==> src/rtl/sw_led_logic_unit_pkg.sv <==
// Shared LED mode encoding and the constant clog2 used to size debounce counters.
package sw_led_pkg;

  typedef enum logic [1:0] {
    MODE_DIRECT = 2'b00,
    MODE_HOLD   = 2'b01,
    MODE_TOGGLE = 2'b10,
    MODE_RSVD   = 2'b11
  } led_mode_e;

  function automatic int clog2(input int value);
    int r;
    int v;
    r = 0;
    v = value - 1;
    while (v > 0) begin
      r = r + 1;
      v = v >> 1;
    end
    return r;
  endfunction

endpackage

==> src/rtl/sw_led_logic_unit_if.sv <==
// Switch/mode inputs and LED/debounced-switch outputs of the switch-to-LED stage.
interface sw_led_logic_unit_if #(
  parameter int N_SW  = 4,
  parameter int N_LED = 3
);
  logic [N_SW-1:0]  sw;
  logic [1:0]       mode;
  logic [N_LED-1:0] led;
  logic [N_SW-1:0]  sw_db;
  logic             led_change;

  modport master (output sw, output mode, input led, input sw_db, input led_change);
  modport slave  (input sw, input mode, output led, output sw_db, output led_change);
endinterface

==> src/rtl/sw_led_logic_unit_debounce.sv <==
// One switch bit: 2-flop synchroniser then a counter that accepts a change only
// after it has persisted for DEBOUNCE_CYCLES consecutive edges.
module sw_debounce
  import sw_led_pkg::*;
#(
  parameter int DEBOUNCE_CYCLES = 1_000_000
) (
  input  logic clk,
  input  logic rst,
  input  logic d_async,
  output logic q
);

  localparam int CW = clog2(DEBOUNCE_CYCLES + 1);
  localparam logic [CW-1:0] CNT_LAST = CW'(DEBOUNCE_CYCLES - 1);

  logic          meta_q, meta_d;
  logic          sync_q, sync_d;
  logic          db_q, db_d;
  logic [CW-1:0] cnt_q, cnt_d;

  // The counter tops out at DEBOUNCE_CYCLES-1, so it can never wrap.
  always_comb begin
    meta_d = d_async;
    sync_d = meta_q;
    db_d   = db_q;
    cnt_d  = '0;
    if (sync_q != db_q) begin
      if (cnt_q == CNT_LAST) begin
        db_d = ~db_q;
      end else begin
        cnt_d = cnt_q + CW'(1);
      end
    end
  end

  always_ff @(posedge clk or posedge rst) begin
    if (rst) begin
      meta_q <= 1'b0;
      sync_q <= 1'b0;
      db_q   <= 1'b0;
      cnt_q  <= '0;
    end else begin
      meta_q <= meta_d;
      sync_q <= sync_d;
      db_q   <= db_d;
      cnt_q  <= cnt_d;
    end
  end

  assign q = db_q;

endmodule

==> src/rtl/sw_led_logic_unit.sv <==
// Debounced switches index one truth table per LED; LEDs are registered in
// direct, hold or rising-edge toggle mode, with a pulse whenever they change.
module sw_led_logic_unit
  import sw_led_pkg::*;
#(
  parameter int                          N_SW            = 4,
  parameter int                          N_LED           = 3,
  parameter int                          DEBOUNCE_CYCLES = 1_000_000,
  parameter logic [N_LED*(2**N_SW)-1:0] LED_LUT         = 48'hFC00_F000_000F
) (
  input logic               clk,
  input logic               rst,
  sw_led_logic_unit_if.slave io
);

  localparam int W = 2 ** N_SW;

  logic [N_SW-1:0]  sw_db;
  logic [N_LED-1:0] f;
  logic [N_LED-1:0] f_prev_q, f_prev_d;
  logic [N_LED-1:0] led_q, led_d;
  logic             led_change_q, led_change_d;

  for (genvar i = 0; i < N_SW; i++) begin : gen_db
    sw_debounce #(
      .DEBOUNCE_CYCLES(DEBOUNCE_CYCLES)
    ) u_db (
      .clk    (clk),
      .rst    (rst),
      .d_async(io.sw[i]),
      .q      (sw_db[i])
    );
  end

  for (genvar k = 0; k < N_LED; k++) begin : gen_lut
    localparam logic [W-1:0] TT = LED_LUT[k*W +: W];
    assign f[k] = TT[sw_db];
  end

  // f_prev tracks f in every mode so entering toggle never sees a stale edge.
  always_comb begin
    f_prev_d = f;
    led_d    = led_q;
    case (led_mode_e'(io.mode))
      MODE_DIRECT: led_d = f;
      MODE_TOGGLE: led_d = led_q ^ (f & ~f_prev_q);
      default:     led_d = led_q;
    endcase
    led_change_d = (led_d != led_q);
  end

  always_ff @(posedge clk or posedge rst) begin
    if (rst) begin
      f_prev_q     <= '0;
      led_q        <= '0;
      led_change_q <= 1'b0;
    end else begin
      f_prev_q     <= f_prev_d;
      led_q        <= led_d;
      led_change_q <= led_change_d;
    end
  end

  assign io.led        = led_q;
  assign io.sw_db      = sw_db;
  assign io.led_change = led_change_q;

endmodule
==> src/flat_wrapper.sv <==
// flat-port wrapper written by rule: the top's interface ports become plain ports
module sw_led_logic_unit_flat import sw_led_pkg::*;
#(
  parameter int                          N_SW            = 4,
  parameter int                          N_LED           = 3,
  parameter int                          DEBOUNCE_CYCLES = 1_000_000,
  parameter logic [N_LED*(2**N_SW)-1:0] LED_LUT         = 48'hFC00_F000_000F
)
  (clk, rst, io_sw, io_mode, io_led, io_sw_db, io_led_change);
  sw_led_logic_unit_if #(.N_SW(N_SW), .N_LED(N_LED)) io_i ();
  input logic clk;
  input logic rst;
  input wire logic [$bits(io_i.sw)-1:0] io_sw;
  input wire logic [$bits(io_i.mode)-1:0] io_mode;
  output wire logic [$bits(io_i.led)-1:0] io_led;
  output wire logic [$bits(io_i.sw_db)-1:0] io_sw_db;
  output wire logic [$bits(io_i.led_change)-1:0] io_led_change;
  assign io_i.sw = io_sw;
  assign io_i.mode = io_mode;
  assign io_led = io_i.led;
  assign io_sw_db = io_i.sw_db;
  assign io_led_change = io_i.led_change;
  sw_led_logic_unit #(.N_SW(N_SW), .N_LED(N_LED), .DEBOUNCE_CYCLES(DEBOUNCE_CYCLES), .LED_LUT(LED_LUT)) u_core (.clk(clk), .rst(rst), .io(io_i));
endmodule
==> config.mk <==
export PLATFORM = sky130hd
export DESIGN_NAME = sw_led_logic_unit_flat
export DESIGN_NICKNAME = d
export VERILOG_FILES = /design/src/rtl/sw_led_logic_unit_pkg.sv /design/src/rtl/sw_led_logic_unit_if.sv /design/src/rtl/sw_led_logic_unit_debounce.sv /design/src/rtl/sw_led_logic_unit.sv /design/src/flat_wrapper.sv
export SDC_FILE = /design/constraint.sdc
export NUM_CORES = 1
export LEC_CHECK = 0
export ABC_AREA = 1
export CAP_MARGIN = 0
export CORE_ASPECT_RATIO = 0.8
export CORE_MARGIN = 5
export CORE_UTILIZATION = 55
export DETAILED_ROUTE_END_ITERATION = 12
export GPL_TIMING_DRIVEN = 0
export PLACE_DENSITY = 0.75
export SLEW_MARGIN = 20
export SYNTH_ARGS = -nofsm -noshare
export SYNTH_HDL_FRONTEND = slang
export SYNTH_SLANG_ARGS = --single-unit
==> constraint.sdc <==
create_clock -name clk -period 5.8 [get_ports clk]
set_input_delay 1.16 -clock clk [delete_from_list [all_inputs] [get_ports clk]]
set_output_delay 1.16 -clock clk [all_outputs]
set_load 0.01 [all_outputs]
==> results of run 1 <==
[Yosys cell counts, drive strengths merged]
library cell	count
a21oi	7
a31oi	1
buf	6
dfrtp	99
ha	4
inv	76
nand2	177
nand3	38
nand3b	1
nand4	11
nor2	181
nor3	19
nor4	1
o21ai	12
or2	1
xnor2	20
xor2	26
[report_power, final]
group	switching, mW	internal, mW
combinational	0.0439	0.0221
sequential	0.00974	0.701
clock	0.282	0.342
total	0.336	1.07
[cell type report]
type | instances | area [sq um]
Fill cell | 841 | 3583
Multi-Input combinational cell | 499 | 2580
Clock buffer | 9 | 225.2
Clock inverter | 7 | 83.83
Inverter | 76 | 292.8
Timing Repair Buffer | 16 | 177.7
Tap cell | 119 | 148.9
Sequential cell | 99 | 2477
Buffer | 6 | 40.04
[state kept, by name, indices dropped and copies added, names as in the netlist]
register / flops
u_core.io.led: 3
u_core.gen_db.u_db.meta_q: 4
u_core.f_prev_q: 3
u_core.io.led_change: 1
u_core.gen_db.u_db.q: 4
u_core.gen_db.u_db.cnt_q: 80
u_core.gen_db.u_db.sync_q: 4
[path summary, 6_finish.rpt]
kind | startpoint | to | slack (ns) | depth (start not counted)
max reg2reg | u_core.gen_db[1].u_db.cnt_q[0] | u_core.gen_db[1].u_db.cnt_q[15] | 4.18 | 8
min | u_core.gen_db[1].u_db.meta_q | u_core.gen_db[1].u_db.sync_q | 0.35 | 0
min reg2reg | u_core.gen_db[1].u_db.meta_q | u_core.gen_db[1].u_db.sync_q | 0.35 | 0
max | u_core.gen_db[3].u_db.q | io_sw_db[3] | 3.15 | 2
min in group asynchronous | rst | u_core.gen_db[3].u_db.cnt_q[0] | 1.12 | 2
max in group asynchronous | rst | u_core.gen_db[1].u_db.cnt_q[17] | 4.05 | 3
[stage by stage]
step	total power [mW]	worst slack, ns	hold WS [ns]	cell area [sq um]	util [%]
final	1.401	3.154	0.3520	6026	62.71
after global routing	1.455	3.077	0.3598	6026	62.71
after CTS	1.415	3.125	0.3526	6026	62.71
after detailed placement	0.7923	3.281	0.3355	5717	59.49
after global placement	0.7861	0.5232	0.3332	5684	59.15
after floorplan	0.7649	2.050	0.3312	5385	-
[critical path: cells and delay by family (launching register included)]
family	cells	cell delay (ns)
buf+inv	2	0.67
flops	1	0.47
[logic make-up (layout without fill, tap and decap cells)]
group | after synthesis | count (layout) | synth area share, %
adder cells (fa/ha/maj) | 4 | 4 | 0.9294
XOR/XNOR | 46 | 46 | 7.481
flip-flops | 99 | 99 | 46.00
AO/OA/AOI/OAI | 20 | 20 | 1.882
AND/OR/NAND/NOR | 429 | 429 | 37.62
buffers and inverters | 82 | 114 | 6.087
[placed cells by master (no fill, tap or decap), drive strengths merged]
cell type	instances
nand3	38
nand4	11
dfrtp	99
ha	4
nor4	1
o21ai	12
clkdlybuf4s50	15
clkinvlp	3
or2	1
nor2	181
a31oi	1
nand2	177
nor3	19
inv	79
a21oi	7
clkbuf	9
xor2	26
bufinv	1
nand3b	1
xnor2	20
buf	7
[layer usage]
layer | track usage [%] | share of wire [%] | vias to the layer above
li1 | - | - | 2153
met1 | 24.88 | 48 | 2020
met2 | 29.84 | 47 | 79
met3 | 4.418 | 4.0 | 16
met4 | 5.401 | 1.6 | 0
met5 | 0 | 0 | -
==> flow_metrics.tcl, run 1 <==
set metrics [dict create \
    die_y_microns 98.51 \
    grt_pass1_vias 4071 \
    gr-total-overflow 0 \
    hold_class "reg -> reg" \
    ys_top_cells_by_area "dfrtp_1 46%, nand2_1 11%, nor2_1 11%" \
    cap_violations 0 \
    power_leakage_nw 2.638 \
    crit_path_max_fanout 6 \
    finalSetupViolations 0 \
    drtIter0Drc 251 \
    core_sq_um 9609 \
    drive_gt1_share_pct 12.92 \
    cp.required_ns 4.64 \
    synth-seq-cells 99 \
    pwr_density_cell_nw_per_um2 232.5 \
    crit_type "reg -> out" \
    die_x_microns 120.6 \
    antenna_left 0 \
    port_buffers 15 \
    syn_nets 692 \
    ctsHtreeMaxLevel 3 \
    grt_pass1_wl_microns 17970 \
    synth_cells 680 \
    cts_buffer_depth 2 \
    cts.repair.resized 0 \
    post_drt_wl_per_cell_microns 12.37 \
    fin_skew_ns 0.006367 \
    yosysWarningCount 0 \
    slew_headroom_pct 74.05 \
    dp_cells 815 \
    ir_drop_mv 0.2098 \
    fmax_mhz 377.9 \
    yosysTopAreaCell "dfrtp_1" \
    worst_slew_pin_slew_ns 0.3893 \
    status "finished, final reports clean" \
    via_per_inst 5.136 \
    cp_cell_sequence "buf_4 -> clkdlybuf4s50_1" \
    tns_ns 0 \
    cts_root_buf "clkbuf_16" \
    dieArea_sq_um 11880 \
    synthDistinctLibCells 28 \
    dr.pass1.iters 5 \
    grt_max_degree 81 \
    grt_setup_unrepaired "false" \
    critPathArrivalTime_ns 1.49 \
    end_kind "primary output" \
    area_growth_pct 11.90 \
    hold_violations 0 \
    clk_latency_ns 0.35 \
    post-route-min-period_ns 2.646 \
    diodes 0 \
    via_count 4268 \
    cts.clk_slew.worst_paths_ns 0.07 \
    cts_buffers 9 \
    hpwl_microns 7581 \
    routed_wirelength_microns 10280 \
    ys_seq_area_share_pct 46.00 \
    synth_top_area_share_pct 46.00 \
    track_usage_pct 18.44 \
    fin_crit_sh_pct 45.63 \
    cpPeakStageDelay_ns 0.52 \
    cpMaxStageDelayCell "clkdlybuf4s50_1" \
    cts_setup_buffers 0 \
    cts.sinks 99 \
    synth.avg_cell_area_sq_um 7.919 \
    netlist_area_sq_um 5385 \
    postCtsHoldBufs 0 \
    grt_antenna_before_repair 0 \
    final_cell_count_no_fill 831 \
    fp-row-count 32 \
    io_pins 16 \
    start_util_pct 56.04 \
    drv_slew 0 \
    drc 0 \
    place.gp.congestion 0.8869 \
    setup.worst_path.start_class "register" \
    final_nets 719 \
    cts_tree "done" \
]
Power figures use the tool's default switching activity.
==> run 2, diff against run 1 <==
--- a/config.mk
+++ b/config.mk
@@ -12,7 +12,7 @@
 export CORE_UTILIZATION = 55
 export DETAILED_ROUTE_END_ITERATION = 12
 export GPL_TIMING_DRIVEN = 0
-export PLACE_DENSITY = 0.75
+export PLACE_DENSITY = 0.78
 export SLEW_MARGIN = 20
 export SYNTH_ARGS = -nofsm -noshare
 export SYNTH_HDL_FRONTEND = slang
==> constraint.sdc (replaced) <==
create_clock -name clk -period 2.2 [get_ports clk]
set_input_delay 0.44 -clock clk [delete_from_list [all_inputs] [get_ports clk]]
set_output_delay 0.44 -clock clk [all_outputs]
set_load 0.01 [all_outputs]
==> flow_metrics.tcl, run 2 (synthesis results as in run 1) <==
set metrics [dict create \
    status "finished, final reports clean" \
    layout_common_cells "154 x nand2_1, 153 x nor2_1, 99 x dfrtp_1" \
    diodes 0 \
    hold_violations 0 \
    drc 0 \
    top_register "u_core.gen_db.u_db.cnt_q" \
    cts.clk_slew.worst_paths_ns 0.06 \
    io_pins 16 \
    post-route-min-period_ns 1.908 \
    via_count 4217 \
    drtIter0Drc 283 \
    setup.worst_path.start_class "register" \
    register_area_sq_um 2477 \
    fin_crit_sh_pct 86.75 \
    core_sq_um 9609 \
    grt_setup_unrepaired "false" \
    end_kind "primary output" \
    post-route-util_pct 62.85 \
    via_per_inst 5.062 \
    cap_violations 0 \
    dp_cells 817 \
    final_cell_count_no_fill 833 \
    power_leakage_nw 2.648 \
    tns_ns 0 \
    track_usage_pct 18.76 \
    routed_wirelength_microns 10190 \
    cts_setup_buffers 0 \
    min_from "u_core.gen_db[2].u_db.meta_q" \
    min_path_cells 0 \
    port_buffers 15 \
    die_y_microns 98.51 \
    pwr_density_cell_nw_per_um2 591.6 \
    ctsHtreeMaxLevel 3 \
    worst_slew_pin_slew_ns 0.3334 \
    grt_pass1_wl_microns 18280 \
    grt_max_degree 32 \
    cts_root_buf "clkbuf_16" \
    r2r-end "u_core.gen_db[1].u_db.cnt_q[14]" \
    fp-row-count 32 \
    dr.pass1.iters 5 \
    final_common_cell "nand2_1" \
    post_drt_wl_per_cell_microns 12.23 \
    grt_antenna_before_repair 0 \
    postCtsHoldBufs 0 \
    crit_path_max_fanout 6 \
    worst-r2r-setup-slack_ns 0.61 \
    dieArea_sq_um 11880 \
    critPathArrivalTime_ns 1.47 \
    dpl-instance-area_sq_um 5748 \
    fmax_mhz 524.0 \
    start_util_pct 56.04 \
    drv_slew 0 \
    cts_buffers 9 \
    ir_drop_mv 0.4840 \
    multi_input_area_sq_um 2580 \
    area_growth_pct 12.15 \
    timing.final.ws_setup_ns 0.2915 \
    dp_slack_ns 0.4252 \
    crit_type "reg -> out" \
    cts_buffer_depth 2 \
    antenna_left 0 \
    cts_tree "done" \
    hpwl_microns 7646 \
    place.gp.congestion 0.8942 \
    rr_worst_depth 8 \
    slew_headroom_pct 77.73 \
    gr-total-overflow 0 \
    drive_gt1_share_pct 13.03 \
    clk_latency_ns 0.34 \
    cp.required_ns 1.76 \
    cts.sinks 99 \
    final_nets 721 \
    fill_cells 791 \
    r2r_start "u_core.gen_db[1].u_db.cnt_q[0]" \
    fin_skew_ns 0.006967 \
    grt_pass1_vias 4107 \
    cts.repair.resized 0 \
    finalInstanceArea_sq_um 6040 \
    hold_end "u_core.gen_db[2].u_db.sync_q" \
    hold_class "reg -> reg" \
    largest_reg_flops 80 \
    die_x_microns 120.6 \
    finalSetupViolations 0 \
]
run 2: critical path, stage by stage, from the launching register on:
cell and delay [ns]:
dfrtp_1 0.46, buf_4 0.15, clkdlybuf4s50_1 0.52
run 2: power breakdown:
group          internal (mW)  leakage (nW)  switching (mW)  total [mW]
sequential              1.85          1.34          0.0260        1.88
clock                  0.860         0.142           0.658        1.52
combinational         0.0635          1.16           0.115       0.178
total                   2.77          2.65           0.799        3.57
run 2: worst max path at each step:
stage	cells past startpoint	end	slack, ns	from
after floorplan	1	u_core.f_prev_q[0]	0.58	rst
after global placement	2	u_core.gen_db[3].u_db.cnt_q[3]	-0.41	rst
after detailed placement	9	u_core.io.led_change	0.43	io_mode[1]
after CTS	2	io_sw_db[3]	0.26	u_core.gen_db[3].u_db.q
after global routing	2	io_sw_db[3]	0.22	u_core.gen_db[3].u_db.q
final	2	io_sw_db[3]	0.29	u_core.gen_db[3].u_db.q
run 2: final cells by class:
cell class	instances	area share (%)
multi-input cells	499	42.72
inverters	76	4.827
plain buffers	6	0.6629
repair buffers	18	3.480
flip-flops and latches	99	41.02
clock inverters	3	0.3522
well taps	119	2.465
clock buffers	13	4.475
run 2: routing by layer:
layer,up-vias,wire (microns),GRT usage [%]
met5,-,0,0
met2,80,4926,31.90
met1,1969,4732,24.23
met4,0,137,5.226
li1,2153,-,-
met3,15,390,4.303
run 2: metrics by stage:
| stage | power, mW | hold WS [ns] |
|---|---|---|
| finish | 3.573 | 0.3488 |
| global route | 3.733 | 0.3576 |
| CTS | 3.612 | 0.3510 |
| detailed placement | 2.091 | 0.3362 |
| global placement | 2.071 | 0.3312 |
| floorplan | 2.017 | 0.3312 |
